<file path="src/rtl/mem_arbiter_if.sv">
// Bundle of requester-side and memory-side signals around the memory port arbiter.
// The slave modport faces the arbiter; the master modport faces the requesters and the memory.
interface mem_arbiter_if #(
  parameter int unsigned AW = 16,
  parameter int unsigned DW = 16
);
  logic          if_req;
  logic [AW-1:0] if_addr;
  logic          if_grant;
  logic          if_done;

  logic          ex_req;
  logic          ex_we;
  logic [AW-1:0] ex_addr;
  logic [DW-1:0] ex_wdata;
  logic          ex_grant;
  logic          ex_done;

  logic [DW-1:0] rdata;
  logic          err;

  logic [AW-1:0] mem_addr;
  logic [DW-1:0] mem_wdata;
  logic [DW-1:0] mem_rdata;
  logic          MARin;
  logic          memEN;
  logic          RW;
  logic          MFC;

  modport slave (
    input  if_req, if_addr, ex_req, ex_we, ex_addr, ex_wdata, mem_rdata, MFC,
    output if_grant, if_done, ex_grant, ex_done, rdata, err,
           mem_addr, mem_wdata, MARin, memEN, RW
  );

  modport master (
    output if_req, if_addr, ex_req, ex_we, ex_addr, ex_wdata, mem_rdata, MFC,
    input  if_grant, if_done, ex_grant, ex_done, rdata, err,
           mem_addr, mem_wdata, MARin, memEN, RW
  );
endinterface

</file>
<file path="src/rtl/mem_arbiter.sv">
// Round-robin arbiter sharing one MAR/memEN/RW/MFC memory port between the IF
// sequencer (read-only) and the EX load/store unit, with an MFC timeout abort.
module mem_arbiter #(
  parameter int unsigned AW      = 16,
  parameter int unsigned DW      = 16,
  parameter int unsigned TIMEOUT = 16
) (
  input  logic           clk,
  input  logic           rst,
  mem_arbiter_if.slave   bus
);

  localparam int unsigned CW = (TIMEOUT > 2) ? $clog2(TIMEOUT) : 1;

  localparam logic OWN_IF = 1'b0;
  localparam logic OWN_EX = 1'b1;

  typedef enum logic [1:0] {
    S_IDLE     = 2'd0,
    S_SETUP    = 2'd1,
    S_ACCESS   = 2'd2,
    S_COMPLETE = 2'd3
  } state_e;

  state_e        state_q, state_d;
  logic          owner_q, owner_d;
  logic          last_owner_q, last_owner_d;
  logic          rw_q, rw_d;
  logic [CW-1:0] cnt_q, cnt_d;
  logic [AW-1:0] mem_addr_q, mem_addr_d;
  logic [DW-1:0] mem_wdata_q, mem_wdata_d;
  logic [DW-1:0] rdata_q, rdata_d;
  logic          err_q, err_d;
  logic          if_grant_q, if_grant_d;
  logic          ex_grant_q, ex_grant_d;
  logic          if_done_q, if_done_d;
  logic          ex_done_q, ex_done_d;
  logic          marin_q, marin_d;
  logic          memen_q, memen_d;
  logic          rw_out_q, rw_out_d;
  logic          grant_ex;

  // Next state, transaction latch and registered Moore outputs decoded from the next state.
  always_comb begin
    state_d      = state_q;
    owner_d      = owner_q;
    last_owner_d = last_owner_q;
    rw_d         = rw_q;
    cnt_d        = cnt_q;
    mem_addr_d   = mem_addr_q;
    mem_wdata_d  = mem_wdata_q;
    rdata_d      = rdata_q;
    err_d        = 1'b0;
    grant_ex     = 1'b0;

    unique case (state_q)
      S_IDLE: begin
        if (bus.if_req || bus.ex_req) begin
          // On a tie the requester that did not own the port last time wins.
          grant_ex    = bus.ex_req && (!bus.if_req || (last_owner_q == OWN_IF));
          owner_d     = grant_ex ? OWN_EX : OWN_IF;
          rw_d        = grant_ex ? ~bus.ex_we : 1'b1;
          mem_addr_d  = grant_ex ? bus.ex_addr : bus.if_addr;
          mem_wdata_d = grant_ex ? bus.ex_wdata : '0;
          state_d     = S_SETUP;
        end
      end
      S_SETUP: begin
        cnt_d   = '0;
        state_d = S_ACCESS;
      end
      S_ACCESS: begin
        if (bus.MFC) begin
          if (rw_q) rdata_d = bus.mem_rdata;
          state_d = S_COMPLETE;
        end else if (cnt_q == CW'(TIMEOUT - 1)) begin
          err_d   = 1'b1;
          state_d = S_COMPLETE;
        end else begin
          cnt_d = CW'(cnt_q + 1'b1);
        end
      end
      S_COMPLETE: begin
        last_owner_d = owner_q;
        cnt_d        = '0;
        state_d      = S_IDLE;
      end
      default: state_d = S_IDLE;
    endcase

    if_grant_d = (state_d != S_IDLE) && (owner_d == OWN_IF);
    ex_grant_d = (state_d != S_IDLE) && (owner_d == OWN_EX);
    if_done_d  = (state_d == S_COMPLETE) && (owner_d == OWN_IF);
    ex_done_d  = (state_d == S_COMPLETE) && (owner_d == OWN_EX);
    marin_d    = (state_d == S_SETUP);
    memen_d    = (state_d == S_ACCESS);
    rw_out_d   = (state_d == S_ACCESS) && rw_d;
  end

  // State and output registers; reset abandons any access in flight.
  always_ff @(posedge clk) begin
    if (!rst) begin
      state_q      <= S_IDLE;
      owner_q      <= OWN_IF;
      last_owner_q <= OWN_EX;
      rw_q         <= 1'b0;
      cnt_q        <= '0;
      mem_addr_q   <= '0;
      mem_wdata_q  <= '0;
      rdata_q      <= '0;
      err_q        <= 1'b0;
      if_grant_q   <= 1'b0;
      ex_grant_q   <= 1'b0;
      if_done_q    <= 1'b0;
      ex_done_q    <= 1'b0;
      marin_q      <= 1'b0;
      memen_q      <= 1'b0;
      rw_out_q     <= 1'b0;
    end else begin
      state_q      <= state_d;
      owner_q      <= owner_d;
      last_owner_q <= last_owner_d;
      rw_q         <= rw_d;
      cnt_q        <= cnt_d;
      mem_addr_q   <= mem_addr_d;
      mem_wdata_q  <= mem_wdata_d;
      rdata_q      <= rdata_d;
      err_q        <= err_d;
      if_grant_q   <= if_grant_d;
      ex_grant_q   <= ex_grant_d;
      if_done_q    <= if_done_d;
      ex_done_q    <= ex_done_d;
      marin_q      <= marin_d;
      memen_q      <= memen_d;
      rw_out_q     <= rw_out_d;
    end
  end

  assign bus.if_grant  = if_grant_q;
  assign bus.ex_grant  = ex_grant_q;
  assign bus.if_done   = if_done_q;
  assign bus.ex_done   = ex_done_q;
  assign bus.rdata     = rdata_q;
  assign bus.err       = err_q;
  assign bus.mem_addr  = mem_addr_q;
  assign bus.mem_wdata = mem_wdata_q;
  assign bus.MARin     = marin_q;
  assign bus.memEN     = memen_q;
  assign bus.RW        = rw_out_q;

endmodule

</file>
<file path="src/flat_wrapper.sv">
// flat-port wrapper written by rule: the top's interface ports become plain ports
module mem_arbiter_flat 
#(
  parameter int unsigned AW      = 16,
  parameter int unsigned DW      = 16,
  parameter int unsigned TIMEOUT = 16
)
  (clk, rst, bus_if_req, bus_if_addr, bus_ex_req, bus_ex_we, bus_ex_addr, bus_ex_wdata, bus_mem_rdata, bus_MFC, bus_if_grant, bus_if_done, bus_ex_grant, bus_ex_done, bus_rdata, bus_err, bus_mem_addr, bus_mem_wdata, bus_MARin, bus_memEN, bus_RW);
  mem_arbiter_if #(.AW(AW), .DW(DW)) bus_i ();
  input  logic clk;
  input  logic rst;
  input wire logic [$bits(bus_i.if_req)-1:0] bus_if_req;
  input wire logic [$bits(bus_i.if_addr)-1:0] bus_if_addr;
  input wire logic [$bits(bus_i.ex_req)-1:0] bus_ex_req;
  input wire logic [$bits(bus_i.ex_we)-1:0] bus_ex_we;
  input wire logic [$bits(bus_i.ex_addr)-1:0] bus_ex_addr;
  input wire logic [$bits(bus_i.ex_wdata)-1:0] bus_ex_wdata;
  input wire logic [$bits(bus_i.mem_rdata)-1:0] bus_mem_rdata;
  input wire logic [$bits(bus_i.MFC)-1:0] bus_MFC;
  output wire logic [$bits(bus_i.if_grant)-1:0] bus_if_grant;
  output wire logic [$bits(bus_i.if_done)-1:0] bus_if_done;
  output wire logic [$bits(bus_i.ex_grant)-1:0] bus_ex_grant;
  output wire logic [$bits(bus_i.ex_done)-1:0] bus_ex_done;
  output wire logic [$bits(bus_i.rdata)-1:0] bus_rdata;
  output wire logic [$bits(bus_i.err)-1:0] bus_err;
  output wire logic [$bits(bus_i.mem_addr)-1:0] bus_mem_addr;
  output wire logic [$bits(bus_i.mem_wdata)-1:0] bus_mem_wdata;
  output wire logic [$bits(bus_i.MARin)-1:0] bus_MARin;
  output wire logic [$bits(bus_i.memEN)-1:0] bus_memEN;
  output wire logic [$bits(bus_i.RW)-1:0] bus_RW;
  assign bus_i.if_req = bus_if_req;
  assign bus_i.if_addr = bus_if_addr;
  assign bus_i.ex_req = bus_ex_req;
  assign bus_i.ex_we = bus_ex_we;
  assign bus_i.ex_addr = bus_ex_addr;
  assign bus_i.ex_wdata = bus_ex_wdata;
  assign bus_i.mem_rdata = bus_mem_rdata;
  assign bus_i.MFC = bus_MFC;
  assign bus_if_grant = bus_i.if_grant;
  assign bus_if_done = bus_i.if_done;
  assign bus_ex_grant = bus_i.ex_grant;
  assign bus_ex_done = bus_i.ex_done;
  assign bus_rdata = bus_i.rdata;
  assign bus_err = bus_i.err;
  assign bus_mem_addr = bus_i.mem_addr;
  assign bus_mem_wdata = bus_i.mem_wdata;
  assign bus_MARin = bus_i.MARin;
  assign bus_memEN = bus_i.memEN;
  assign bus_RW = bus_i.RW;
  mem_arbiter #(.AW(AW), .DW(DW), .TIMEOUT(TIMEOUT)) u_core (.clk(clk), .rst(rst), .bus(bus_i));
endmodule
</file>
<file path="config.mk">
export PLATFORM = sky130hd
export DESIGN_NAME = mem_arbiter_flat
export DESIGN_NICKNAME = d
export VERILOG_FILES = /design/src/rtl/mem_arbiter_if.sv /design/src/rtl/mem_arbiter.sv /design/src/flat_wrapper.sv
export SDC_FILE = /design/constraint.sdc
export NUM_CORES = 1
export LEC_CHECK = 0
export ABC_AREA = 1
export CORE_MARGIN = 2
export CORE_UTILIZATION = 40
export DETAILED_ROUTE_END_ITERATION = 10
export GPL_ROUTABILITY_DRIVEN = 0
export GPL_TIMING_DRIVEN = 1
export PLACE_DENSITY_LB_ADDON = 0.15
export RECOVER_POWER = 25
export SYNTH_ARGS = -nofsm -noshare
export SYNTH_HDL_FRONTEND = slang
export SYNTH_SLANG_ARGS = --single-unit
</file>
<file path="constraint.sdc">
create_clock -name clk -period 1.72 [get_ports clk]
set_clock_uncertainty 0.05 [all_clocks]
set_input_delay 0.344 -clock clk [delete_from_list [all_inputs] [get_ports clk]]
set_output_delay 0.344 -clock clk [all_outputs]
set_load 0.01 [all_outputs]
</file>
; ---- After elaboration in Yosys (flattened, before gate mapping)
; Index checks and enable logic that the tools add are counted.
; W data, S select, Z words.
[totals]
ff_bits = 65
output_inout_bits = 56
wordCells = 64
[classes]
add_sub_neg = 1
eq_ne = 9
muxes = 16
bitwise_logic = 5
reduce_logical = 17
[ops]
columns = cell, count
row1 = $mux W16, 2
row2 = $eq A2 B2 Y1 const B, 4
row3 = $mux W4, 2
row4 = $pmux W2 S4, 1
row5 = $pmux W4 S2, 1
row6 = $mux W1, 7
row7 = $logic_and A1 B1 Y1, 6
row8 = $mux W2, 3
row9 = $reduce_and A3 Y1, 2
row10 = $not A1 Y1, 5
row11 = $add A4 B1 Y4 const B, 1
row12 = $eq A2 B1 Y1 const B, 2
row13 = $eq A4 B4 Y1 const B, 1
row14 = $ne A2 B2 Y1 const B, 2
row15 = $reduce_bool A2 Y1, 2
row16 = $reduce_or A3 Y1, 1
row17 = $logic_not A2 Y1, 1
row18 = $logic_or A1 B1 Y1, 2
row19 = $reduce_and A2 Y1, 1
row20 = $reduce_or A2 Y1, 1
row21 = $logic_not A1 Y1, 1

; ---- Depth between registers and ports, before layout
; Gate-level depths: netlist of the first run.
[depth]
ltp_word = 8
mapped_depth = 9

; ---- Worst setup path after synthesis of the first run
; No wires, ideal clock.
[synth_path]
path_kind = flip-flop to flip-flop
start = register u_core.state_q[0]
end = register u_core.cnt_q[1]
setup_ns = 0.126
arrival_time_ns = 1.292
t_required_ns = 1.544
path_slack_ns = 0.252
stages_incl_launch_ff = 9
path_cell_list = dfxtp_1 -> inv_1 -> ha_1 -> nand2_1 -> inv_1 -> nand2_1 -> nand2_1 -> o21ai_0 -> nor2_1
[synth_between]
elab_chain_cells = 4
elab_cells_between_ends = 9
cone_classes = eq/ne: 5 / mux: 1 / reduce/logical: 3
[synth_lines]
columns = element, line
row1 = from (decl), mem_arbiter.sv:25  ; state_e state_q, state_d;
row2 = from (signal assigned), mem_arbiter.sv:120  ; state_q <= state_d;
row3 = $eq A2 B1 Y1 or $eq A2 B2 Y1 (tied branches), mem_arbiter.sv:56  ; unique case (state_q)
row4 = $reduce_or A2 Y1 (no line), n/a
row5 = $reduce_bool A2 Y1 (no line), n/a
row6 = $reduce_and A3 Y1 (no line), n/a
row7 = to (signal assigned), mem_arbiter.sv:124  ; cnt_q <= cnt_d;
row8 = to (decl), mem_arbiter.sv:29  ; logic [CW-1:0] cnt_q, cnt_d;
; Parallel ways exist; a longest one is shown, timed or not.
; A chain may end at the register's enable or synchronous reset.

; ---- Worst setup path after layout of the first run
[layout_path]
start = register u_core.mem_wdata_q[1] (netlist: u_core.bus.mem_wdata[1])
end = output port bus_mem_wdata[1]
[layout_lines]
columns = element, line
row1 = from (decl), mem_arbiter.sv:31  ; logic [DW-1:0] mem_wdata_q, mem_wdata_d;
row2 = from (signal assigned), mem_arbiter.sv:126  ; mem_wdata_q <= mem_wdata_d;
row3 = to (decl), flat_wrapper.sv:27  ; output wire logic [$bits(bus_i.mem_wdata)-1:0] bus_mem_wdata;
; No word-level cell between the ends.

==> flow_summary_export.csv, run 1 <==
group,metric,value,unit
run_status,outcome,"finished, final reports clean",
power,seq_power_share,42.3,%
worst_setup_path,crit_type,"flip-flop to output pin",
final_layout,finish.utilization,65.26,%
power,p_int,2968,uW
clocking,clk_latency,330,ps
final_layout,fillers,554,
global_route,grt_max_degree,33,
power,pwr-share-comb,30.8,%
worst_setup_path,arrival,1220,ps
global_route,gr-usage-all-layers,18.60,%
power,power_frac_clock,26.9,%
synth,syn_area_per_cell,7.522,sq um
timing,min_period,1616,ps
place,dpl.hpwl,4920,microns
routing,drtAntennaViolNets,0,
power,ir_worst_vdd,0.0007867,V
worst_setup_path,crit_chain,"clkdlybuf4s50_1",
timing,hold_violations,0,
global_route,grt_pass1_wl,10840,microns
global_route,antenna_found_initial,0,
routing,route.detailed.drc,0,
timing,min_period_over_period,93.93,%
synth,yosysSeqAreaShare,49.43,%
hold_path,hold_class,"flip-flop to flip-flop",
clocking,cts_sinks,65,
routing,vias,2586,
synth,synth.distinct_cells,23,
floorplan,ios,126,
global_route,grt_pass1_vias,2433,
final_layout,nets,558,
floorplan,rows,29,
routing,vias_per_cell,4.585,
floorplan,core_area,6350,sq um
clocking,root_buffer,"clkbuf_8",
worst_setup_path,start_kind,"flip-flop",
global_route,gr-total-overflow,0,
clocking,cts_buffers,9,
synth,ys_warn_count,0,
worst_setup_path,crit_required,1330,ps
worst_setup_path,critical-path-slowest-cell,"clkdlybuf4s50_1",
final_layout,area_growth,57.41,%
timing,worst_slew_pin_slew,344.1,ps
power,swShare,30.12,%
timing,rsz0062_at_grt,"no",
power,power.switching,1279,uW
clocking,cts_setup_buffers,0,
power,power_leakage,0.001711,uW
floorplan,die-height,85.13,microns
timing,setup_tns,0,ps
place,place_ws,-50.56,ps
power,finalPower,4247,uW
worst_setup_path,crit_buf_inv,1,
timing,clock.fmax,0.6189,GHz
worst_setup_path,crit_family,"buffers and inverters",
floorplan,dieArea,7246,sq um
clocking,tritoncts,"done",
flow_run,drv_cap,0,
worst_setup_path,endpoint_kind,"output pin",
timing,finalWorstSetupSlack,104.4,ps
floorplan,die_x,85.13,microns
final_layout,drive_gt1_share,7.187,%
synth,syn_area,2633,sq um
routing,dr.pass1.iters,6,
timing,slew_violations,0,
worst_setup_path,path_max_fanout,2,
final_layout,antennaDiodeCount,0,
place,io_buffers,125,
clocking,cts_buffer_depth,2,
routing,first_iter_violations,94,
timing,slew_headroom,77.03,%
synth,synth_fp_nets,426,
timing,setup_viol,0,
worst_setup_path,slowest_delay,570,ps
power,power.density,1025,nW/um^2
clocking,cts.htree.levels,3,
synth,synth_cells,350,
routing,wirelength,6742,microns
routing,wl_per_cell,11.95,microns
clocking,clk_pin_slew_worst_paths,70,ps
floorplan,start_util,41.46,%
synth,ys_seq_elements,65,
per-layer routing:
layer	GRT usage (%)	routed length [microns]	part of all wire, %	up-vias
li1	-	-	-	1368
met1	23.74	3044	45	1134
met2	30.18	3190	47	76
met3	4.086	419	6.2	8
met4	8.225	87	1.3	0
met5	0	0	0	-
flip-flops by register name, summed over array words and instances, names as in the netlist:
signal	flops
u_core.last_owner_q	1
u_core.bus.ex_grant	1
u_core.bus.memEN	1
u_core.bus.if_grant	1
u_core.cnt_q	4
u_core.bus.err	1
u_core.bus.mem_addr	16
u_core.bus.MARin	1
u_core.state_q	2
u_core.bus.rdata	16
u_core.bus.RW	1
u_core.bus.ex_done	1
u_core.owner_q	1
u_core.rw_q	1
u_core.bus.mem_wdata	16
u_core.bus.if_done	1
final timing paths:
check,start,end,slack (ps),depth (start not counted)
setup / recovery,u_core.bus.mem_wdata[1],bus_mem_wdata[1],100,1
hold / removal,u_core.bus.rdata[15],u_core.bus.rdata[15],390,2
setup reg to reg,u_core.state_q[0],u_core.cnt_q[1],220,8
hold reg to reg,u_core.bus.rdata[15],u_core.bus.rdata[15],390,2
cell families (layout without fill, tap and decap cells):
group,Yosys count,after routing,share of synthesized area (%)
buffers and inverters,55,192,10.08
AO/OA/AOI/OAI,86,86,16.92
AND/OR/NAND/NOR,138,138,20.72
flip-flops,65,65,49.43
adder cells (fa/ha/maj),6,6,2.852
area by class of cell:
cell class                      instances  area, sq um  share of cell area (%)
Inverter                               40        150.1                   3.623
Timing Repair Buffer                  136         1359                   32.79
Clock inverter                          3        15.01                  0.3623
Multi-Input combinational cell        230         1064                   25.66
Clock buffer                           13        158.9                   3.835
Tap cell                               77        96.34                   2.325
Sequential cell                        65         1301                   31.40
cells in the final DEF, fill, tap and decap left out, types with 2 or more instances in the layout:
cell type        count
clkdlybuf4s50_1    123
o21ai_1              5
clkinv_2             3
clkbuf_8            11
dfxtp_1             65
a21oi_1             45
inv_1               36
nand3_1              9
o21ai_0             32
nor2_1              33
a21oi_2              4
inv_2                3
dlygate4sd3_1        2
ha_1                 6
nand2_1             92
clkbuf_1             2
buf_4                8
buf_12               2
synthesized netlist by cell type:
cell	number	area, sq um
clkinv_1	1	3.750
nand2_2	1	6.260
a21oi_2	4	35.03
a21oi_1	45	225.2
inv_1	36	135.1
nand3_1	9	45.04
inv_2	2	7.510
buf_6	5	56.30
inv_4	1	6.260
nor2_4	1	11.26
buf_2	3	15.01
nor2_2	2	12.51
ha_1	6	75.07
clkbuf_1	4	15.01
nand2_1	92	345.3
buf_4	1	7.510
clkbuf_8	1	13.76
nor2_1	32	120.1
o21ai_0	33	165.2
o21ai_1	4	20.02
dfxtp_1	65	1301
clkbuf_2	1	5.000
nor3_1	1	5.000
power by group through the flow:
stage,Sequential [uW],Clock [uW],Combinational [uW]
floorplan,1900,0,636
global placement,1820,0,1300
detailed placement,1830,0,1320
CTS,1800,1180,1330
global route,1820,1250,1450
finish,1800,1140,1310
timing repair:
item	4_1_cts	5_1_grt
setup endpoints to repair	0	3
hold buffers	0	0
resized for setup	0	1
per-stage QoR:
step | hold WS (ps) | instance area (sq um) | cells
after detailed placement | 384.7 | 3988 | 548
final | 391.6 | 4144 | 564
after floorplan | 373.3 | 2633 | 350
after global placement | 379.7 | 3988 | 548
after CTS | 395.3 | 4161 | 564
after global routing | 408.2 | 4144 | 564
(Power assumes the default switching activity.)
==> run 2: changes to the inputs <==
REMOVE_ABC_BUFFERS = 1   (was default)
==> flow_summary_export.csv, run 2 (same netlist as run 1, synthesis figures left out) <==
group,metric,value,unit
run_status,outcome,"finished, final reports clean",
routing,wl_per_cell,12.10,microns
power,seq_power_share,40.7,%
clocking,clk_pin_slew_worst_paths,70,ps
final_layout,mostFrequentLayoutCell,"clkdlybuf4s50_1",
worst_setup_path,crit_type,"flip-flop to output pin",
clocking,tritoncts,"done",
global_route,grt_pass1_wl,11280,microns
final_layout,seq_area,1301,sq um
routing,vias,2630,
place,io_buffers,125,
clocking,cts.htree.levels,3,
floorplan,die-height,85.13,microns
worst_setup_path,crit_buf_inv,1,
power,p_int,3093,uW
floorplan,core_area,6350,sq um
final_layout,final_cell_mix,"clkdlybuf4s50_1 (124), nand2_1 (92), dfxtp_1 (65), a21oi_1 (45), inv_1 (36)",
global_route,antenna_found_initial,0,
routing,drtAntennaViolNets,0,
power,power.density,1052,nW/um^2
clocking,clk_latency,330,ps
timing,hold_violations,0,
timing,setup_viol,0,
final_layout,drive_gt1_share,7.787,%
final_layout,antennaDiodeCount,0,
worst_setup_path,crit_family,"buffers and inverters",
clocking,root_buffer,"clkbuf_8",
hold_path,hold_class,"flip-flop to flip-flop",
worst_setup_path,endpoint_kind,"output pin",
routing,route.detailed.drc,0,
final_layout,multi_input_area,1066,sq um
clocking,cts_hold_buf,0,
final_layout,fillers,568,
global_route,gr-total-overflow,0,
power,power_frac_clock,29.0,%
final_layout,area_growth,59.60,%
timing,worst_slew_pin_slew,338.3,ps
global_route,grt_max_degree,33,
floorplan,rows,29,
timing,min_period_over_period,94.39,%
clocking,cts_sinks,65,
global_route,gr-usage-all-layers,19.48,%
routing,vias_per_cell,4.655,
floorplan,dieArea,7246,sq um
timing,finalWorstSetupSlack,96.46,ps
flow_run,drv_cap,0,
power,power.switching,1329,uW
global_route,grt_pass1_vias,2515,
clocking,cts_buffer_depth,2,
final_layout,finish.utilization,66.17,%
place,placedCellCount,549,
timing,min_period,1624,ps
floorplan,start_util,41.46,%
worst_setup_path,critical-path-slowest-cell,"clkdlybuf4s50_1",
final_layout,stdcell_area,4202,sq um
timing,slew_violations,0,
worst_setup_path,path_max_fanout,2,
clocking,cts_setup_buffers,0,
floorplan,die_x,85.13,microns
worst_setup_path,start_kind,"flip-flop",
floorplan,ios,126,
power,swShare,30.06,%
routing,first_iter_violations,122,
worst_setup_path,arrival,1230,ps
routing,wirelength,6837,microns
timing,rsz0062_at_grt,"no",
timing,setup_tns,0,ps
timing,slew_headroom,77.42,%
final_layout,stdcell_count,565,
power,power_leakage,0.001730,uW
worst_setup_path,slowest_delay,560,ps
place,place_ws,-88.02,ps
final_layout,nets,559,
worst_setup_path,crit_required,1330,ps
power,pwr-share-comb,30.3,%
clocking,cts_buffers,9,
power,ir_worst_vdd,0.0007224,V
place,postPlaceCellArea,4008,sq um
worst_setup_path,crit_chain,"clkdlybuf4s50_1",
place,dpl.hpwl,4911,microns
routing,dr.pass1.iters,4,
timing,clock.fmax,0.6159,GHz
==> run 2: power by group through the flow <==
| stage | sequential (uW) | combinational [uW] | clock (uW) |
|---|---|---|---|
| after floorplan | 1900 | 546 | 0 |
| final | 1800 | 1340 | 1280 |
| after detailed placement | 1830 | 1350 | 0 |
| after CTS | 1800 | 1360 | 1310 |
| after global placement | 1830 | 1330 | 0 |
| after global routing | 1820 | 1500 | 1370 |
==> run 2: final cells by class <==
type / count / share of cell area [%]
sequential: 65 / 30.97
clock buffer: 11 / 3.365
clock inverter: 5 / 1.310
tap: 77 / 2.293
inverter: 40 / 3.574
multi-input combinational: 230 / 25.37
timing repair buffer: 137 / 33.11
==> run 2: path summary, 6_finish.rpt <==
kind	startpoint	end	slack [ps]	cells after the start
max	u_core.bus.mem_addr[2]	bus_mem_addr[2]	100	1
max reg2reg	u_core.state_q[0]	u_core.cnt_q[2]	160	8
min	u_core.bus.rdata[15]	u_core.bus.rdata[15]	390	2
min reg2reg	u_core.bus.rdata[15]	u_core.bus.rdata[15]	390	2
==> run 2: what timing repair did <==
action	4_1_cts	5_1_grt
gates resized for setup	0	1
setup endpoints to repair	0	3
hold endpoints to repair	0	0
==> run 2: layer usage <==
layer | GRT usage (%) | share of wire, % | vias up
li1 | - | - | 1371
met1 | 24.29 | 44 | 1164
met2 | 30.89 | 46 | 86
met3 | 7.004 | 8.7 | 9
met4 | 7.359 | 1.3 | 0
met5 | 0 | 0 | -
==> run 2: through the flow <==
stage / power [uW] / hold WS (ps)
after floorplan: 2446 / 373.3
after global placement: 3156 / 379.3
after detailed placement: 3178 / 385.5
after CTS: 4471 / 395.4
after global routing: 4695 / 413.8
final: 4422 / 389.8
